**src/rtl/pattern_stim_if.sv**
```systemverilog
// Control and pattern bus between a stimulus consumer and pattern_stim_gen.
interface pattern_stim_if;
  logic       start;
  logic       stop;
  logic [1:0] mode;
  logic       A;
  logic       B;
  logic       C;
  logic       D;
  logic       busy;
  logic       step_strobe;
  logic       done;

  modport master (
    output start, stop, mode,
    input  A, B, C, D, busy, step_strobe, done
  );

  modport slave (
    input  start, stop, mode,
    output A, B, C, D, busy, step_strobe, done
  );
endinterface

```
**src/rtl/pattern_stim_gen.sv**
```systemverilog
// 4-bit stimulus source: steps binary, Gray or walking-one patterns at a
// clock-divided rate for a fixed number of sweeps, then pulses done.
module pattern_stim_gen #(
  parameter int unsigned TICK_DIV = 5,
  parameter int unsigned SWEEPS   = 1
) (
  input logic           clk,
  input logic           rst_n,
  pattern_stim_if.slave bus
);

  localparam int unsigned PW = $clog2(TICK_DIV) + 1;
  localparam int unsigned SW = $clog2(SWEEPS) + 1;
  localparam logic [PW-1:0] PRESC_LAST = PW'(TICK_DIV - 1);
  localparam logic [SW-1:0] SWEEP_LAST = SW'(SWEEPS - 1);

  typedef enum logic [1:0] {
    S_IDLE = 2'd0,
    S_RUN  = 2'd1,
    S_DONE = 2'd2
  } state_e;

  state_e          state_q, state_d;
  logic [PW-1:0]   presc_q, presc_d;
  logic [3:0]      idx_q, idx_d;
  logic [SW-1:0]   sweep_q, sweep_d;
  logic [1:0]      mode_q, mode_d;
  logic [3:0]      pat_q, pat_d;
  logic            busy_q, busy_d;
  logic            strobe_q, strobe_d;
  logic            done_q, done_d;
  logic [3:0]      idx_last_c;

  // Index-to-pattern mapping; mode 11 falls back to binary
  function automatic logic [3:0] map_pat(input logic [1:0] m, input logic [3:0] i);
    logic [3:0] p;
    case (m)
      2'b01:   p = i ^ (i >> 1);
      2'b10:   p = 4'b1000 >> i[1:0];
      default: p = i;
    endcase
    return p;
  endfunction

  assign idx_last_c = (mode_q == 2'b10) ? 4'd3 : 4'd15;

  // State and registered outputs
  always_ff @(posedge clk or negedge rst_n) begin
    if (!rst_n) begin
      state_q  <= S_IDLE;
      presc_q  <= '0;
      idx_q    <= '0;
      sweep_q  <= '0;
      mode_q   <= '0;
      pat_q    <= '0;
      busy_q   <= 1'b0;
      strobe_q <= 1'b0;
      done_q   <= 1'b0;
    end else begin
      state_q  <= state_d;
      presc_q  <= presc_d;
      idx_q    <= idx_d;
      sweep_q  <= sweep_d;
      mode_q   <= mode_d;
      pat_q    <= pat_d;
      busy_q   <= busy_d;
      strobe_q <= strobe_d;
      done_q   <= done_d;
    end
  end

  // Next state and next output values
  always_comb begin
    state_d  = state_q;
    presc_d  = presc_q;
    idx_d    = idx_q;
    sweep_d  = sweep_q;
    mode_d   = mode_q;
    pat_d    = '0;
    busy_d   = 1'b0;
    strobe_d = 1'b0;
    done_d   = 1'b0;

    case (state_q)
      S_IDLE: begin
        if (bus.start && !bus.stop) begin
          state_d = S_RUN;
          mode_d  = bus.mode;
          presc_d = '0;
          idx_d   = '0;
          sweep_d = '0;
          pat_d   = map_pat(bus.mode, 4'd0);
          busy_d  = 1'b1;
        end
      end

      S_RUN: begin
        busy_d = 1'b1;
        pat_d  = pat_q;
        if (bus.stop) begin
          // Abort wins over any coincident terminal count
          state_d = S_IDLE;
          busy_d  = 1'b0;
          pat_d   = '0;
        end else if (presc_q == PRESC_LAST) begin
          presc_d = '0;
          if (idx_q == idx_last_c) begin
            if (sweep_q == SWEEP_LAST) begin
              state_d = S_DONE;
              busy_d  = 1'b0;
              pat_d   = '0;
              done_d  = 1'b1;
            end else begin
              idx_d    = '0;
              sweep_d  = sweep_q + SW'(1);
              pat_d    = map_pat(mode_q, 4'd0);
              strobe_d = 1'b1;
            end
          end else begin
            idx_d    = idx_q + 4'd1;
            pat_d    = map_pat(mode_q, idx_q + 4'd1);
            strobe_d = 1'b1;
          end
        end else begin
          presc_d = presc_q + PW'(1);
        end
      end

      S_DONE: begin
        state_d = S_IDLE;
      end

      default: begin
        state_d = S_IDLE;
      end
    endcase
  end

  assign bus.A           = pat_q[3];
  assign bus.B           = pat_q[2];
  assign bus.C           = pat_q[1];
  assign bus.D           = pat_q[0];
  assign bus.busy        = busy_q;
  assign bus.step_strobe = strobe_q;
  assign bus.done        = done_q;

endmodule

```
**src/flat_wrapper.sv**
```systemverilog
// flat-port wrapper written by rule: the top's interface ports become plain ports
module pattern_stim_gen_flat 
#(
  parameter int unsigned TICK_DIV = 5,
  parameter int unsigned SWEEPS   = 1
)
  (clk, rst_n, bus_start, bus_stop, bus_mode, bus_A, bus_B, bus_C, bus_D, bus_busy, bus_step_strobe, bus_done);
  pattern_stim_if bus_i ();
  input logic clk;
  input logic rst_n;
  input wire logic [$bits(bus_i.start)-1:0] bus_start;
  input wire logic [$bits(bus_i.stop)-1:0] bus_stop;
  input wire logic [$bits(bus_i.mode)-1:0] bus_mode;
  output wire logic [$bits(bus_i.A)-1:0] bus_A;
  output wire logic [$bits(bus_i.B)-1:0] bus_B;
  output wire logic [$bits(bus_i.C)-1:0] bus_C;
  output wire logic [$bits(bus_i.D)-1:0] bus_D;
  output wire logic [$bits(bus_i.busy)-1:0] bus_busy;
  output wire logic [$bits(bus_i.step_strobe)-1:0] bus_step_strobe;
  output wire logic [$bits(bus_i.done)-1:0] bus_done;
  assign bus_i.start = bus_start;
  assign bus_i.stop = bus_stop;
  assign bus_i.mode = bus_mode;
  assign bus_A = bus_i.A;
  assign bus_B = bus_i.B;
  assign bus_C = bus_i.C;
  assign bus_D = bus_i.D;
  assign bus_busy = bus_i.busy;
  assign bus_step_strobe = bus_i.step_strobe;
  assign bus_done = bus_i.done;
  pattern_stim_gen #(.TICK_DIV(TICK_DIV), .SWEEPS(SWEEPS)) u_core (.clk(clk), .rst_n(rst_n), .bus(bus_i));
endmodule
```
**config.mk**
```make
export PLATFORM = sky130hd
export DESIGN_NAME = pattern_stim_gen_flat
export DESIGN_NICKNAME = d
export VERILOG_FILES = /design/src/rtl/pattern_stim_if.sv /design/src/rtl/pattern_stim_gen.sv /design/src/flat_wrapper.sv
export SDC_FILE = /design/constraint.sdc
export NUM_CORES = 1
export LEC_CHECK = 0
export CAP_MARGIN = 20
export CORE_MARGIN = 1
export CORE_UTILIZATION = 55
export CTS_BUF_LIST = sky130_fd_sc_hd__clkbuf_4
export DETAILED_ROUTE_END_ITERATION = 10
export PLACE_DENSITY_LB_ADDON = 0.12
export RECOVER_POWER = 100
export SYNTH_ARGS = -nofsm -noshare
export SYNTH_HDL_FRONTEND = slang
export SYNTH_SLANG_ARGS = --single-unit
```
**constraint.sdc**
```tcl
create_clock -name clk -period 2.15 [get_ports clk]
set_input_delay 0.43 -clock clk [delete_from_list [all_inputs] [get_ports clk]]
set_output_delay 0.43 -clock clk [all_outputs]
set_load 0.01 [all_outputs]
```
==> run metrics <==
global-route wire length before repair 3367 µm; Post-Syn Area per Cell 10.20 µm²; hold path endpoint u_core.pat_q[3]$_DFFE_PN0P_; Final WS setup 0.2313 ns; vias per cell 5.755; min Tclk post-route roughly 1.9 ns; PortBufs 12; Hold Buf Count CTS 0; Initial Util 58.23%; Antenna diodes 0; worst-margin pin slew slightly above 1 ns; max-slew violation count 0; CTS resizes 0; Worst Hold Class flop to flop; Max Clock Skew between 0.003 and 0.004 ns; worst IR drop on VDD 0.5242 mV; global-route usage over all layers 21.60%; initial antenna violation count 0; largest net degree at the start of global routing 20; remaining global-route overflow 0; Setup violations, final 0; DR pass1 iterations 4; via count roughly 920; DR DRC count 0; asr flop ratio synth 100.0%; R2R setup slack 0.23 ns; Reg-to-Reg Start u_core.mode_q[0]$_DFFE_PN0P_; CTS sink count 19; CP Max Fanout 6; FP Rows 16; Netlist cell types 36; RSZ-0062 raised after global routing no; dpl hpwl 1674 µm; fmax 0.5212 GHz; HP Start u_core.pat_q[3]$_DFFE_PN0P_; Leakage Power just under 0.6 nW; clk slew on worst S/H paths between 0.1 and 0.15 ns; Slew HR between 30% and 40%; outcome finished, final reports clean; top_reg_cell synth dfrtp_1; MaxCap Viol Count 0; Pwr per Cell Area approximately 680 nW/µm²; Mapped Nets 126; Post-Place Worst Slack 0.1664 ns; CTS tree built; CTS Buf Count 3; Final Hold Fails 0; H-Tree Depth 1; FF-to-FF path depth 7; layout cell share with drive strength beyond 1 11.36%; final worst-path cycle share between 80 and 90%; Avg WL per Cell approximately 14 µm; drt total wl 2241 µm; critical path type flop to flop; synthesis-stage register bit count 19; post-CTS setup buffer count 0; setup TNS 0 ns; Post-synth EDFFs 0; Synth Cell Area 1142 µm²; DIE AREA 2263 µm²; routability congestion estimate 0.7621; Die Y 47.58 µm; hold path depth 1; Synth Warn # 0; clk buf depth 2; crit path capture type flop; Area growth, synth to finish 16.98%; CP required 2.33 ns; vias in the first global route slightly below 800; die extent in x 47.58 µm; fin util between 60% and 70%; RR Endpoint u_core.idx_q[2]$_DFFE_PN0P_; core area 1962 µm²; DR iter-0 viols 16; sequential-to-total area share from yosys stat 41.62%; Nets 147; Clock Latency Late Sink ~0.29 ns; Syn Inst Count 112; Top Ports 13; CP Launch Type flop; data arrival time of the critical path 2.10 ns; Detail Route Antenna Nets 0; Root Buffer clkbuf_4
-- routing by layer --
metal  track usage [%]  routed length (µm)  vias up
met5                 0                   0        -
li1                  -                   -      448
met1             27.34                1039      450
met4             8.333                  12        0
met2             36.99                1119       15
met3             3.396                  68        2
-- stage by stage --
step | total power [W] | hold slack [ns] | instances | instance area (µm²)
detailed placement | 0.0007448 | 0.4964 | 155 | 1330
global route | 0.0009710 | 0.5417 | 159 | 1336
CTS | 0.0009261 | 0.4590 | 159 | 1358
floorplan | 0.0006433 | 0.1344 | 112 | 1142
global placement | 0.0007297 | 0.4951 | 155 | 1330
finish | 0.0009086 | 0.5198 | 159 | 1336
-- cell usage in the layout (no fill, tap or decap), types with 3 or more instances in the layout --
cell type,count
clkbuf_4,3
a21oi_1,6
nand3b_1,5
nor3b_1,4
o21a_1,3
a22o_1,5
nand2_1,7
nor2_1,5
clkbuf_1,5
dlygate4sd3_1,9
inv_1,7
mux2_2,4
ha_1,8
o21ai_0,7
buf_4,3
dfrtp_1,19
nand2b_1,4
clkdlybuf4s50_1,3
-- cell families after synthesis --
kind of cell    after synthesis  synth area share, %
compound gates               31                19.28
xor+xnor                      2                1.534
fa+ha+maj                     8                8.763
buf+inv                      11                4.600
flops                        19                41.62
mux                           4                3.943
simple gates                 37                20.27
-- synthesized netlist by cell type, drive strengths merged, types with 5 or more instances --
| cell type | count | area [µm²] |
|---|---|---|
| a22o | 5 | 43.79 |
| ha | 8 | 100.1 |
| nor3b | 5 | 42.54 |
| a21oi | 6 | 30.03 |
| inv | 7 | 26.28 |
| o21ai | 7 | 35.03 |
| nand3b | 5 | 37.54 |
| nor2 | 5 | 21.27 |
| dfrtp | 19 | 475.5 |
| nand2 | 7 | 26.28 |
-- layout make-up --
cell class	instances	area, µm²
Fill cell	177	625.6
Tap cell	27	33.78
Clock inverter	1	5.005
Inverter	7	26.28
Clock buffer	3	22.52
Multi-Input combinational cell	82	611.8
Timing Repair Buffer	20	161.4
Sequential cell	19	475.5
-- state kept, by name, indices dropped and copies added, names as in the netlist --
signal,flops
u_core.bus.step_strobe,1
u_core.presc_q,4
u_core.bus.done,1
u_core.mode_q,2
u_core.pat_q,4
u_core.bus.busy,1
u_core.state_q,2
u_core.idx_q,4
-- report_power, final --
part / leakage (nW) / switching [W] / total [W] / internal (W)
Sequential: 0.255 / 0.0000377 / 0.000436 / 0.000398
Clock: 0.0177 / 0.000109 / 0.000178 / 0.0000692
Combinational: 0.317 / 0.000157 / 0.000295 / 0.000138
Total: 0.590 / 0.000303 / 0.000909 / 0.000606
-- worst max-delay path by stage --
stage,slack (ns),to,from
global route,0.05,u_core.idx_q[2]$_DFFE_PN0P_,u_core.mode_q[0]$_DFFE_PN0P_
detailed placement,0.17,u_core.idx_q[2]$_DFFE_PN0P_,bus_stop
global placement,0.22,u_core.idx_q[2]$_DFFE_PN0P_,bus_stop
finish,0.23,u_core.idx_q[2]$_DFFE_PN0P_,u_core.mode_q[0]$_DFFE_PN0P_
CTS,0.26,u_core.idx_q[2]$_DFFE_PN0P_,u_core.mode_q[0]$_DFFE_PN0P_
floorplan,0.46,u_core.pat_q[2]$_DFFE_PN0P_,u_core.mode_q[0]$_DFFE_PN0P_
-- worst max-delay path, stage by stage (launching register included) --
cell	delay (ns)
dfrtp_1	0.41
inv_1	0.07
ha_1	0.26
nor3b_1	0.34
o21a_1	0.18
nor2_1	0.06
clkbuf_1	0.16
a221o_1	0.33
(Power assumes the default switching activity.)
